File: src/rtl/nest_placer_pkg.sv
`default_nettype none
// +----------------------------------------------------------------------------+
// | nest_placer_pkg                                                            |
// | Shared nest-bank parameters, placer defaults and placer state encoding.    |
// | Revision: 1.0                                                              |
// +----------------------------------------------------------------------------+
package nest_placer_pkg;

    localparam int X_bits      = 10;
    localparam int Y_bits      = 9;
    localparam int NEST_RADIUS = 8;

    localparam int NUM_NESTS   = 4;
    localparam int X_MAX       = 639;
    localparam int Y_MAX       = 479;

    typedef enum logic [2:0] {
        ST_IDLE   = 3'd0,
        ST_BOUNDS = 3'd1,
        ST_PROBE  = 3'd2,
        ST_COMMIT = 3'd3,
        ST_REJECT = 3'd4
    } placer_state_t;

endpackage
`default_nettype wire

File: src/rtl/nest_placer_if.sv
`default_nettype none
// +----------------------------------------------------------------------------+
// | nest_placer_if                                                             |
// | Request/response handshake between the setup UI and the nest placer.       |
// | Revision: 1.0                                                              |
// +----------------------------------------------------------------------------+
interface nest_placer_if;
    import nest_placer_pkg::*;

    logic              place_req;
    logic [X_bits-1:0] req_x;
    logic [Y_bits-1:0] req_y;
    logic              place_ack;
    logic              place_rej;
    logic              busy;

    modport master (
        output place_req, req_x, req_y,
        input  place_ack, place_rej, busy
    );

    modport slave (
        input  place_req, req_x, req_y,
        output place_ack, place_rej, busy
    );

endinterface
`default_nettype wire

File: src/rtl/nest_corner_gen.sv
`default_nettype none
// +----------------------------------------------------------------------------+
// | nest_corner_gen                                                            |
// | Selects probe corner k of a candidate footprint and flags out-of-bounds.   |
// | Revision: 1.0                                                              |
// +----------------------------------------------------------------------------+
module nest_corner_gen #(
    parameter int X_MAX = nest_placer_pkg::X_MAX,
    parameter int Y_MAX = nest_placer_pkg::Y_MAX
) (
    input  wire logic [nest_placer_pkg::X_bits-1:0] i_cx,
    input  wire logic [nest_placer_pkg::Y_bits-1:0] i_cy,
    input  wire logic [1:0]                         i_k,
    output logic      [nest_placer_pkg::X_bits-1:0] o_px,
    output logic      [nest_placer_pkg::Y_bits-1:0] o_py,
    output logic                                    o_oob
);
    import nest_placer_pkg::*;

    localparam logic [X_bits:0] c_radius_x = (X_bits+1)'(NEST_RADIUS);
    localparam logic [Y_bits:0] c_radius_y = (Y_bits+1)'(NEST_RADIUS);
    localparam logic [X_bits:0] c_x_max    = (X_bits+1)'(X_MAX);
    localparam logic [Y_bits:0] c_y_max    = (Y_bits+1)'(Y_MAX);

    logic [X_bits:0] w_x_lo;
    logic [X_bits:0] w_x_hi;
    logic [Y_bits:0] w_y_lo;
    logic [Y_bits:0] w_y_hi;

    // One extra bit: a set MSB on the low edge means the edge went negative.
    always_comb begin
        w_x_lo = {1'b0, i_cx} - c_radius_x;
        w_x_hi = {1'b0, i_cx} + c_radius_x;
        w_y_lo = {1'b0, i_cy} - c_radius_y;
        w_y_hi = {1'b0, i_cy} + c_radius_y;
    end

    always_comb begin
        o_oob = w_x_lo[X_bits] | (w_x_hi > c_x_max) |
                w_y_lo[Y_bits] | (w_y_hi > c_y_max);
        // k[0] picks the x edge, k[1] the y edge: 0=(lo,lo) 1=(hi,lo) 2=(lo,hi) 3=(hi,hi)
        o_px  = i_k[0] ? w_x_hi[X_bits-1:0] : w_x_lo[X_bits-1:0];
        o_py  = i_k[1] ? w_y_hi[Y_bits-1:0] : w_y_lo[Y_bits-1:0];
    end

endmodule
`default_nettype wire

File: src/rtl/nest_placer.sv
`default_nettype none
// +----------------------------------------------------------------------------+
// | nest_placer                                                                |
// | Setup-phase controller: bounds-checks, corner-probes and commits nests.    |
// | Revision: 1.0                                                              |
// +----------------------------------------------------------------------------+
module nest_placer #(
    parameter int NUM_NESTS = nest_placer_pkg::NUM_NESTS,
    parameter int X_MAX     = nest_placer_pkg::X_MAX,
    parameter int Y_MAX     = nest_placer_pkg::Y_MAX
) (
    input  wire logic                                    setup_clk,
    input  wire logic                                    RESET,
    input  wire logic                                    SETUP_PHASE,
    nest_placer_if.slave                                 req_if,
    output logic      [NUM_NESTS-1:0]                    nest_set,
    output logic      [nest_placer_pkg::X_bits-1:0]      nest_x,
    output logic      [nest_placer_pkg::Y_bits-1:0]      nest_y,
    output logic      [nest_placer_pkg::X_bits-1:0]      collide_x,
    output logic      [nest_placer_pkg::Y_bits-1:0]      collide_y,
    input  wire logic [NUM_NESTS-1:0]                    nest_collision,
    output logic      [NUM_NESTS-1:0]                    placed
);
    import nest_placer_pkg::*;

    localparam int c_count_w = $clog2(NUM_NESTS + 1);

    placer_state_t          r_state;
    placer_state_t          w_next_state;
    logic [1:0]             r_k;
    logic [c_count_w-1:0]   r_count;
    logic [NUM_NESTS-1:0]   r_placed;
    logic [X_bits-1:0]      r_x;
    logic [Y_bits-1:0]      r_y;

    logic [X_bits-1:0]      w_px;
    logic [Y_bits-1:0]      w_py;
    logic                   w_oob;
    logic                   w_accept;
    logic                   w_hit;
    logic                   w_ack;
    logic                   w_rej;
    logic                   w_busy;
    logic [NUM_NESTS-1:0]   w_nest_set;

    nest_corner_gen #(
        .X_MAX (X_MAX),
        .Y_MAX (Y_MAX)
    ) u_corner (
        .i_cx  (r_x),
        .i_cy  (r_y),
        .i_k   (r_k),
        .o_px  (w_px),
        .o_py  (w_py),
        .o_oob (w_oob)
    );

    assign w_accept = (r_state == ST_IDLE) && SETUP_PHASE && req_if.place_req;
    // Slots that hold no nest yet may report anything; only committed slots count.
    assign w_hit    = |(nest_collision & r_placed);

    always_ff @(posedge setup_clk) begin
        if (RESET) begin
            r_state <= ST_IDLE;
        end else begin
            r_state <= w_next_state;
        end
    end

    always_comb begin
        w_next_state = r_state;
        case (r_state)
            ST_IDLE: begin
                if (w_accept) begin
                    w_next_state = (&r_placed) ? ST_REJECT : ST_BOUNDS;
                end
            end
            ST_BOUNDS: begin
                if (!SETUP_PHASE) begin
                    w_next_state = ST_IDLE;
                end else if (w_oob) begin
                    w_next_state = ST_REJECT;
                end else begin
                    w_next_state = ST_PROBE;
                end
            end
            ST_PROBE: begin
                if (!SETUP_PHASE) begin
                    w_next_state = ST_IDLE;
                end else if (w_hit) begin
                    w_next_state = ST_REJECT;
                end else if (r_k == 2'd3) begin
                    w_next_state = ST_COMMIT;
                end
            end
            ST_COMMIT: w_next_state = ST_IDLE;
            ST_REJECT: w_next_state = ST_IDLE;
            default:   w_next_state = ST_IDLE;
        endcase
    end

    // Losing the setup phase in the final cycle still suppresses the response.
    always_comb begin
        w_busy     = (r_state != ST_IDLE);
        w_ack      = (r_state == ST_COMMIT) && SETUP_PHASE;
        w_rej      = (r_state == ST_REJECT) && SETUP_PHASE;
        w_nest_set = w_ack ? (NUM_NESTS'(1) << r_count) : '0;
        collide_x  = (r_state == ST_PROBE) ? w_px : r_x;
        collide_y  = (r_state == ST_PROBE) ? w_py : r_y;
    end

    always_ff @(posedge setup_clk) begin
        if (RESET) begin
            r_k      <= 2'd0;
            r_count  <= '0;
            r_placed <= '0;
            r_x      <= '0;
            r_y      <= '0;
        end else begin
            if (w_accept) begin
                r_x <= req_if.req_x;
                r_y <= req_if.req_y;
            end
            if (r_state == ST_BOUNDS) begin
                r_k <= 2'd0;
            end else if (r_state == ST_PROBE) begin
                r_k <= r_k + 2'd1;
            end
            if (w_ack) begin
                r_placed <= r_placed | w_nest_set;
                r_count  <= r_count + 1'b1;
            end
        end
    end

    assign req_if.place_ack = w_ack;
    assign req_if.place_rej = w_rej;
    assign req_if.busy      = w_busy;
    assign nest_set         = w_nest_set;
    assign nest_x           = r_x;
    assign nest_y           = r_y;
    assign placed           = r_placed;

endmodule
`default_nettype wire

File: src/flat_wrapper.sv
// flat-port wrapper written by rule: the top's interface ports become plain ports
module nest_placer_flat import nest_placer_pkg::*;
#(
    parameter int NUM_NESTS = nest_placer_pkg::NUM_NESTS,
    parameter int X_MAX     = nest_placer_pkg::X_MAX,
    parameter int Y_MAX     = nest_placer_pkg::Y_MAX
)
  (setup_clk, RESET, SETUP_PHASE, nest_set, nest_x, nest_y, collide_x, collide_y, nest_collision, placed, req_if_place_req, req_if_req_x, req_if_req_y, req_if_place_ack, req_if_place_rej, req_if_busy);
  nest_placer_if req_if_i ();
  input  wire logic setup_clk;
  input  wire logic RESET;
  input  wire logic SETUP_PHASE;
  output logic      [NUM_NESTS-1:0] nest_set;
  output logic      [nest_placer_pkg::X_bits-1:0] nest_x;
  output logic      [nest_placer_pkg::Y_bits-1:0] nest_y;
  output logic      [nest_placer_pkg::X_bits-1:0] collide_x;
  output logic      [nest_placer_pkg::Y_bits-1:0] collide_y;
  input  wire logic [NUM_NESTS-1:0] nest_collision;
  output logic      [NUM_NESTS-1:0] placed;
  input wire logic [$bits(req_if_i.place_req)-1:0] req_if_place_req;
  input wire logic [$bits(req_if_i.req_x)-1:0] req_if_req_x;
  input wire logic [$bits(req_if_i.req_y)-1:0] req_if_req_y;
  output wire logic [$bits(req_if_i.place_ack)-1:0] req_if_place_ack;
  output wire logic [$bits(req_if_i.place_rej)-1:0] req_if_place_rej;
  output wire logic [$bits(req_if_i.busy)-1:0] req_if_busy;
  assign req_if_i.place_req = req_if_place_req;
  assign req_if_i.req_x = req_if_req_x;
  assign req_if_i.req_y = req_if_req_y;
  assign req_if_place_ack = req_if_i.place_ack;
  assign req_if_place_rej = req_if_i.place_rej;
  assign req_if_busy = req_if_i.busy;
  nest_placer #(.NUM_NESTS(NUM_NESTS), .X_MAX(X_MAX), .Y_MAX(Y_MAX)) u_core (.setup_clk(setup_clk), .RESET(RESET), .SETUP_PHASE(SETUP_PHASE), .req_if(req_if_i), .nest_set(nest_set), .nest_x(nest_x), .nest_y(nest_y), .collide_x(collide_x), .collide_y(collide_y), .nest_collision(nest_collision), .placed(placed));
endmodule
File: config.mk
export PLATFORM = sky130hd
export DESIGN_NAME = nest_placer_flat
export DESIGN_NICKNAME = d
export VERILOG_FILES = /design/src/rtl/nest_placer_pkg.sv /design/src/rtl/nest_placer_if.sv /design/src/rtl/nest_corner_gen.sv /design/src/rtl/nest_placer.sv /design/src/flat_wrapper.sv
export SDC_FILE = /design/constraint.sdc
export NUM_CORES = 1
export LEC_CHECK = 0
export CORE_ASPECT_RATIO = 1.5
export CORE_MARGIN = 3
export CORE_UTILIZATION = 40
export CTS_BUF_LIST = sky130_fd_sc_hd__clkbuf_16
export DETAILED_ROUTE_END_ITERATION = 12
export PLACE_DENSITY_LB_ADDON = 0.2
export SYNTH_ARGS = -nofsm -noshare
export SYNTH_HDL_FRONTEND = slang
export SYNTH_SLANG_ARGS = --single-unit
File: constraint.sdc
create_clock -name setup_clk -period 1.9 [get_ports setup_clk]
set_clock_uncertainty 0.15 [all_clocks]
set_input_delay 0.38 -clock setup_clk [delete_from_list [all_inputs] [get_ports setup_clk]]
set_output_delay 0.38 -clock setup_clk [all_outputs]
set_load 0.1 [all_outputs]
# == Word level (Yosys, flattened, before mapping) ==
# Index checks and enable logic that the tools add are counted.
# word_totals
register_bits,31
out_inout_bits,49
elab_cells,50
# op_classes
add_sub_neg,6
magnitude_cmp,2
n_eq_ne,7
n_shift,1
n_mux,13
n_bitwise,5
reduce_logical,10
# op_table
cell,n
$mux 3,7
$mux 10,2
$mux 9,2
$add 10x4->11 const B,1
$gt 11x10->1 const B,1
$sub 10x4->11 const B,1
$add 9x4->10 const B,1
$gt 10x9->1 const B,1
$sub 9x4->10 const B,1
$pmux 3 s3,1
$eq 3x2->1 const B,2
$and 4x4->4,1
$logic_and 1x1->1,4
$mux 4,1
$ne 4x2->1 const B,1
$or 4x4->4,1
$reduce_and 4->1,1
$reduce_or 4->1,1
$shl 1x3->4 const A,1
$add 3x1->3 const B,1
$eq 3x1->1 const B,1
$eq 3x3->1 const B,1
$logic_not 3->1,1
$or 1x1->1,3
other kinds (6),6

# == Longest topological paths before layout ==
# Gate-level depths: netlist of the first run.
# depth
ltp_word,8
depth_mapped,7

# == Modules after synthesis ==
# A second synthesis of the first run with hierarchy kept.
# unflattened
cells_unflattened,269
hier_area_um2,2268.4
# by_module_without_submodules
module,instances,cells_per_inst,area_per_inst_um2,seq_area_each_um2
nest_placer,1,185,1680.4,620.6
nest_corner_gen,1,84,588.1,0.0

# == Worst setup path before layout of the first run ==
# Ideal clock, no wire load.
# synth_path
kind,register to output
from,"reg u_core.r_x[4], in the netlist u_core.nest_x[4]"
to,out collide_x[9] (netlist bit)
t_arrival_ns,4.148
setup_slack_ns,-2.778
stages_incl_launch_ff,7
n_path_buf,0
path_cell_list,dfxtp_1 > ha_1 > nand3_1 > nor2_1 > xor2_1 > a32oi_1 > o21ai_0
# synth_between
elab_chain_len,3
word_cells_on_any_way,4
cone_classes,2 x add/sub; 2 x mux
# synth_rtl
item,line_no,text
start: declaration,nest_placer.sv:33,logic [X_bits-1:0] r_x;
start signal: assignment,nest_placer.sv:121,r_x <= req_if.req_x;
$sub 10x4->11 / $add 10x4->11 (equally long branches),"nest_corner_gen.sv:32, nest_corner_gen.sv:33",
$mux 10 *,nest_corner_gen.sv:42,o_px = i_k[0] ? w_x_hi[X_bits-1:0] : w_x_lo[X_bits-1:0];
$mux 10 *,nest_placer.sv:108,collide_x = (r_state == ST_PROBE) ? w_px : r_x;
end: declaration,flat_wrapper.sv:16,output logic [nest_placer_pkg::X_bits-1:0] collide_x;
# Every way passes the cells marked *; elsewhere a longest branch is shown, timed or not.

# == Final worst setup path of the first run ==
# layout_path
from,reg u_core.r_k[1]
to,out collide_y[8] (netlist bit)
# layout_between
elab_chain_len,2
# layout_rtl
item,line_no,text
start: declaration,nest_placer.sv:30,logic [1:0] r_k;
start signal: assignment,nest_placer.sv:127,r_k <= r_k + 2'd1;
$mux 9,nest_corner_gen.sv:43,o_py = i_k[1] ? w_y_hi[Y_bits-1:0] : w_y_lo[Y_bits-1:0];
$mux 9,nest_placer.sv:109,collide_y = (r_state == ST_PROBE) ? w_py : r_y;
end: declaration,flat_wrapper.sv:17,output logic [nest_placer_pkg::Y_bits-1:0] collide_y;
# Every way passes these cells.

==> results.sh, run 1 <==
export IMPL_fin_hold_ws_ps=368
export IMPL_maxCapViolCount=0
export IMPL_setup_slack_ps=-583
export IMPL_reg2reg_slack_ps=-280
export IMPL_hp_class="register to register"
export IMPL_dp_cells=447
export IMPL_syn_area_um2=2030
export IMPL_power_density_nw_per_um2=596
export IMPL_synth_avg_cell_area_um2=7.64
export IMPL_cts_sinks=31
export IMPL_finalWirelength_mm=13.5
export IMPL_cp_required_ps=1370
export IMPL_grt_pass1_vias=2870
export IMPL_rsz0062_at_grt="true"
export IMPL_finalSetupTns_ps=-7230
export IMPL_p_leak_uw=0.00189
export IMPL_crit_type="register to primary output"
export IMPL_htree_num_levels=2
export IMPL_tritoncts="done"
export IMPL_finalCriticalPeriod_ps=2480
export IMPL_period_share_pct=131
export IMPL_max_stage_delay_ps=430
export IMPL_place_hpwl_mm=5.56
export IMPL_gp_congestion=0.862
export IMPL_route_detailed_drc=0
export IMPL_start_util_pct=41.6
export IMPL_core_area_um2=4890
export IMPL_drtIter0Drc=405
export IMPL_antennaDiodeCount=0
export IMPL_violations="setup timing"
export IMPL_crit_path_start_kind="register"
export IMPL_synth_edf_count=0
export IMPL_cts_root_buf="clkbuf_16"
export IMPL_synth_top_area_cell="dfxtp_1"
export IMPL_io_buffer_count=75
export IMPL_die_area_um2=5990
export IMPL_ys_seq_elements=31
export IMPL_post_dp_cell_area_um2=4060
export IMPL_hold_buffers=0
export IMPL_antenna_found_initial=0
export IMPL_synth_top_area_share_pct=30.5
export IMPL_clkTransAtPathRegs_ps=60
export IMPL_setup_viol=23
export IMPL_grt_max_degree=20
export IMPL_rows=31
export IMPL_vias=3114
export IMPL_stdcell_area_um2=4670
export IMPL_syn_inst=266
export IMPL_first_pass_iters=5
export IMPL_grt_overflow=0
export IMPL_layout_nets=442
export IMPL_numCtsBuffers=5
export IMPL_drv_slew=0
export IMPL_cp_arrival_ps=1950
export IMPL_end_kind="primary output"
export IMPL_status="finished, violations left"
export IMPL_hold_viol=0
export IMPL_clock_latency_ps=290
export IMPL_grt_usage_pct=34.8
export IMPL_synth_main_ff_cell="dfxtp_1"
export IMPL_ir_drop_v=0.000939
export IMPL_max_clock_freq_mhz=403
export IMPL_synth_fp_nets=304
export IMPL_yosysWarningCount=0
export IMPL_relSlewSlack_pct=69.7
export IMPL_critPathBufInv=2
export IMPL_crit_chain="buf_4, nand4_1, nor2_1, o21ai_4, xnor2_4, buf_12"
export IMPL_grt_pass1_wl_mm=15.7
export IMPL_pre_cts_ws_ps=-232
export IMPL_viasPerCell=6.61
export IMPL_yosys_top_cells_count="50 x nand2_1, 31 x dfxtp_1, 29 x a21oi_1"
export IMPL_area_growth_pct=130
export IMPL_cts_buffer_depth=2
export IMPL_slowest_stage="dfxtp_2"
export IMPL_crit_family="simple AND/OR/NAND/NOR gates"
export IMPL_async_reset_ff_share_pct=0
export IMPL_synth_cell_types=51
export IMPL_layoutNonFillerInstCount=471
export IMPL_critPathMaxFanout=5
export IMPL_yosysSeqAreaShare_pct=30.5
export IMPL_synth_most_common_cell="nand2_1"
export IMPL_synthTopCellsByArea="dfxtp_1 31%, nand2_1 9.2%, a21oi_1 7.1%"
export IMPL_max_slew_worst_pin_slew_ps=450
export IMPL_final_layout_size_suffix_gt1_share_pct=57.8
export IMPL_fp_dieW_um=64.2
export IMPL_antenna_left=0
export IMPL_ios=76
export IMPL_die_y_um=93.3
export IMPL_fill_cells=101
export IMPL_wl_per_cell_um=28.7
## cell usage in the layout (no fill, tap or decap), drive strengths merged, types with 3 or more instances in the layout
cell and count:
clkdlybuf4s50 25, buf 128, nand3 3, nor3b 3, xnor2 6, mux2i 3
nor3 3, inv 9, nand4 8, and2 3, o21ai 7, xor2 8
clkbuf 5, a21oi 29, dfxtp 31, and3 6, ha 11, nand2 50
nor2 25
## worst register-to-register path, delay by kind of cell, from the launching register on
| family | cells | cell delay (ps) |
|---|---|---|
| simple gates | 2 | 730 |
| flops | 1 | 380 |
| compound gates | 3 | 380 |
| buf+inv | 2 | 250 |
| fa+ha+maj | 1 | 170 |
## path summary, 6_finish.rpt
check,start,to,cells past startpoint
max reg2reg,u_core.nest_y[3]$_SDFFE_PP0P_,u_core.r_state[2]$_SDFFE_PP0P_,8
min reg2reg,u_core.nest_x[0]$_SDFFE_PP0P_,u_core.nest_x[0]$_SDFFE_PP0P_,2
max,u_core.r_k[1]$_SDFFE_PP0N_,collide_y[8],6
min,u_core.nest_x[0]$_SDFFE_PP0P_,u_core.nest_x[0]$_SDFFE_PP0P_,2
## where the power goes
group	internal (uW)	leakage, uW	switching, uW	total [uW]
Sequential	671	0.000268	63.2	734
Clock	611	0.0000812	313	924
Combinational	465	0.00154	660	1130
## area by class of cell
type,count,area (um^2),area share [%]
Multi-Input combinational cell,203,1780,38.2
Timing Repair Buffer,154,1910,40.9
Inverter,9,43.8,0.938
Tap cell,66,82.6,1.77
Sequential cell,31,686,14.7
Clock inverter,3,38.8,0.831
Clock buffer,5,125,2.68
## cells by family after synthesis
family,after synthesis,share of synthesized area (%)
compound gates,54,16.1
xor+xnor,14,6.03
simple gates,121,30.8
mux,3,1.48
buf+inv,32,8.25
flops,31,30.5
fa+ha+maj,11,6.77
## what timing repair did
action / 4_1_cts / 5_1_grt
resized for setup: 40 / 37
pin swaps: 14 / 10
endpoints found under the setup margin: 22 / 23
buffers inserted: 9 / 7
## metal layers
layer  routed length, um  GRT usage [%]  share of wire [%]
met2                6640           66.1                 49
met1                4120           35.8                 30
met3                1320           5.53                9.8
met4                1460           18.0                 11
met5                   0              0                  0
## state kept, by name (all words and copies together) (netlist names)
signal and flops:
u_core.nest_x 10, u_core.nest_y 9, u_core.placed 4, u_core.r_count 3, u_core.r_k 2, u_core.r_state 3
## per-stage QoR
step / utilization [%] / total power (uW)
2_1_floorplan: - / 1310
3_3_place_gp: 83.2 / 1670
3_5_place_dp: 83.2 / 1690
4_1_cts: 91.2 / 2640
5_1_grt: 95.5 / 2830
6_report: 95.5 / 2780
Note: power is estimated with default switching activity, not from simulation.
==> inputs of run 2 (changes only) <==
--- a/config.mk
+++ b/config.mk
@@ -6,7 +6,7 @@
 export NUM_CORES = 1
 export LEC_CHECK = 0
 export CORE_ASPECT_RATIO = 1.5
-export CORE_MARGIN = 3
+export CORE_MARGIN = 2
 export CORE_UTILIZATION = 40
 export CTS_BUF_LIST = sky130_fd_sc_hd__clkbuf_16
 export DETAILED_ROUTE_END_ITERATION = 12
==> results.sh, run 2 (same netlist as run 1, synthesis figures left out) <==
export IMPL_ir_drop_v=0.000643
export IMPL_p_leak_uw=0.00188
export IMPL_layout_nets=443
export IMPL_slowest_stage="dfxtp_4"
export IMPL_maxCapViolCount=0
export IMPL_gp_congestion=0.870
export IMPL_violations="setup timing"
export IMPL_critPathBufInv=1
export IMPL_fill_cells=98
export IMPL_wl_per_cell_um=28.4
export IMPL_io_buffer_count=75
export IMPL_rows=31
export IMPL_place_hpwl_mm=5.77
export IMPL_route_detailed_drc=0
export IMPL_final_layout_size_suffix_gt1_share_pct=56.4
export IMPL_core_area_um2=4850
export IMPL_finalWirelength_mm=13.4
export IMPL_die_area_um2=5680
export IMPL_period_share_pct=132
export IMPL_crit_family="flip-flops"
export IMPL_end_kind="primary output"
export IMPL_largest_reg_flops=10
export IMPL_grt_usage_pct=35.8
export IMPL_hp_class="register to register"
export IMPL_area_growth_pct=127
export IMPL_grt_max_degree=18
export IMPL_max_stage_delay_ps=390
export IMPL_power_density_nw_per_um2=573
export IMPL_start_util_pct=41.9
export IMPL_crit_path_start_kind="register"
export IMPL_finalCriticalPeriod_ps=2500
export IMPL_final_cell_mix="63 x buf_4, 50 x buf_12, 47 x nand2_1"
export IMPL_setup_viol=24
export IMPL_grt_pass1_wl_mm=15.7
export IMPL_max_clock_freq_mhz=400
export IMPL_tritoncts="done"
export IMPL_fp_dieW_um=62.2
export IMPL_stdcell_area_um2=4620
export IMPL_antenna_found_initial=0
export IMPL_relSlewSlack_pct=71.3
export IMPL_die_y_um=91.3
export IMPL_crit_chain="ha_4, nand3_1, nor2_4, xor2_2, a32oi_1, o21ai_4, buf_12"
export IMPL_critPathMaxFanout=4
export IMPL_antenna_left=0
export IMPL_cp_arrival_ps=1970
export IMPL_post_dp_cell_area_um2=4060
export IMPL_hold_buffers=0
export IMPL_ios=76
export IMPL_hold_viol=0
export IMPL_numCtsBuffers=5
export IMPL_htree_num_levels=2
export IMPL_grt_overflow=0
export IMPL_vias=3086
export IMPL_cts_buffer_depth=2
export IMPL_max_slew_worst_pin_slew_ps=427
export IMPL_first_pass_iters=6
export IMPL_crit_type="register to primary output"
export IMPL_viasPerCell=6.54
export IMPL_drtIter0Drc=465
export IMPL_cp_required_ps=1370
export IMPL_rsz0062_at_grt="true"
export IMPL_cts_root_buf="clkbuf_16"
export IMPL_setup_slack_ps=-600
export IMPL_finalPower_uw=2650
export IMPL_status="finished, violations left"
export IMPL_clkTransAtPathRegs_ps=50
export IMPL_grt_pass1_vias=3003
export IMPL_clock_latency_ps=280
export IMPL_drv_slew=0
export IMPL_final_common_cell="buf_4"
export IMPL_antennaDiodeCount=0
export IMPL_cts_sinks=31
[run 2: worst paths after layout]
kind | start | endpoint | slack (ps) | cells past startpoint
setup / recovery | u_core.nest_x[4]$_SDFFE_PP0P_ | collide_x[9] | -600 | 7
hold / removal | u_core.nest_y[0]$_SDFFE_PP0P_ | u_core.nest_y[0]$_SDFFE_PP0P_ | 380 | 2
setup reg to reg | u_core.nest_y[4]$_SDFFE_PP0P_ | u_core.r_state[2]$_SDFFE_PP0P_ | -250 | 8
hold reg to reg | u_core.nest_y[0]$_SDFFE_PP0P_ | u_core.nest_y[0]$_SDFFE_PP0P_ | 380 | 2
[run 2: per-stage QoR]
step	utilization (%)	setup WS, ps	hold slack, ps	cells	setup TNS, ps
after floorplan	-	-608	328	266	-5330
after global placement	83.7	-168	336	446	-1820
after detailed placement	83.7	-242	350	446	-2880
after CTS	90.8	-533	356	465	-5210
after global routing	95.4	-621	389	472	-8910
final	95.4	-600	377	472	-8390
[run 2: final cells by class]
class	instances	area (um^2)	area share (%)
timing repair buffer	155	1910	41.4
multi-input combinational	203	1770	38.2
sequential	31	678	14.7
clock buffer	5	125	2.71
tap	66	82.6	1.79
inverter	9	43.8	0.947
clock inverter	3	12.5	0.271
[run 2: what timing repair did]
item | CTS | global route
buffers inserted | 11 | 15
pin swaps | 12 | 18
gates resized for setup | 32 | 37
gates cloned | 0 | 0
setup endpoints to repair | 22 | 22
[run 2: worst min-delay path: stages (launching register included)]
cell and delay (ps):
dfxtp_2 350, nand2_1 70, a21oi_1 60
[run 2: routing by layer]
layer / vias up / wire length (um) / global-route usage [%]
li1: 1187 / - / -
met1: 1428 / 4190 / 34.4
met2: 335 / 6570 / 68.7
met3: 136 / 1310 / 5.82
met4: 0 / 1360 / 23.3
met5: - / 0 / 0
[run 2: where the power goes]
| part | switching, uW | internal, uW |
|---|---|---|
| combinational | 672 | 469 |
| sequential | 62.3 | 673 |
| clock | 301 | 473 |
| total | 1040 | 1620 |
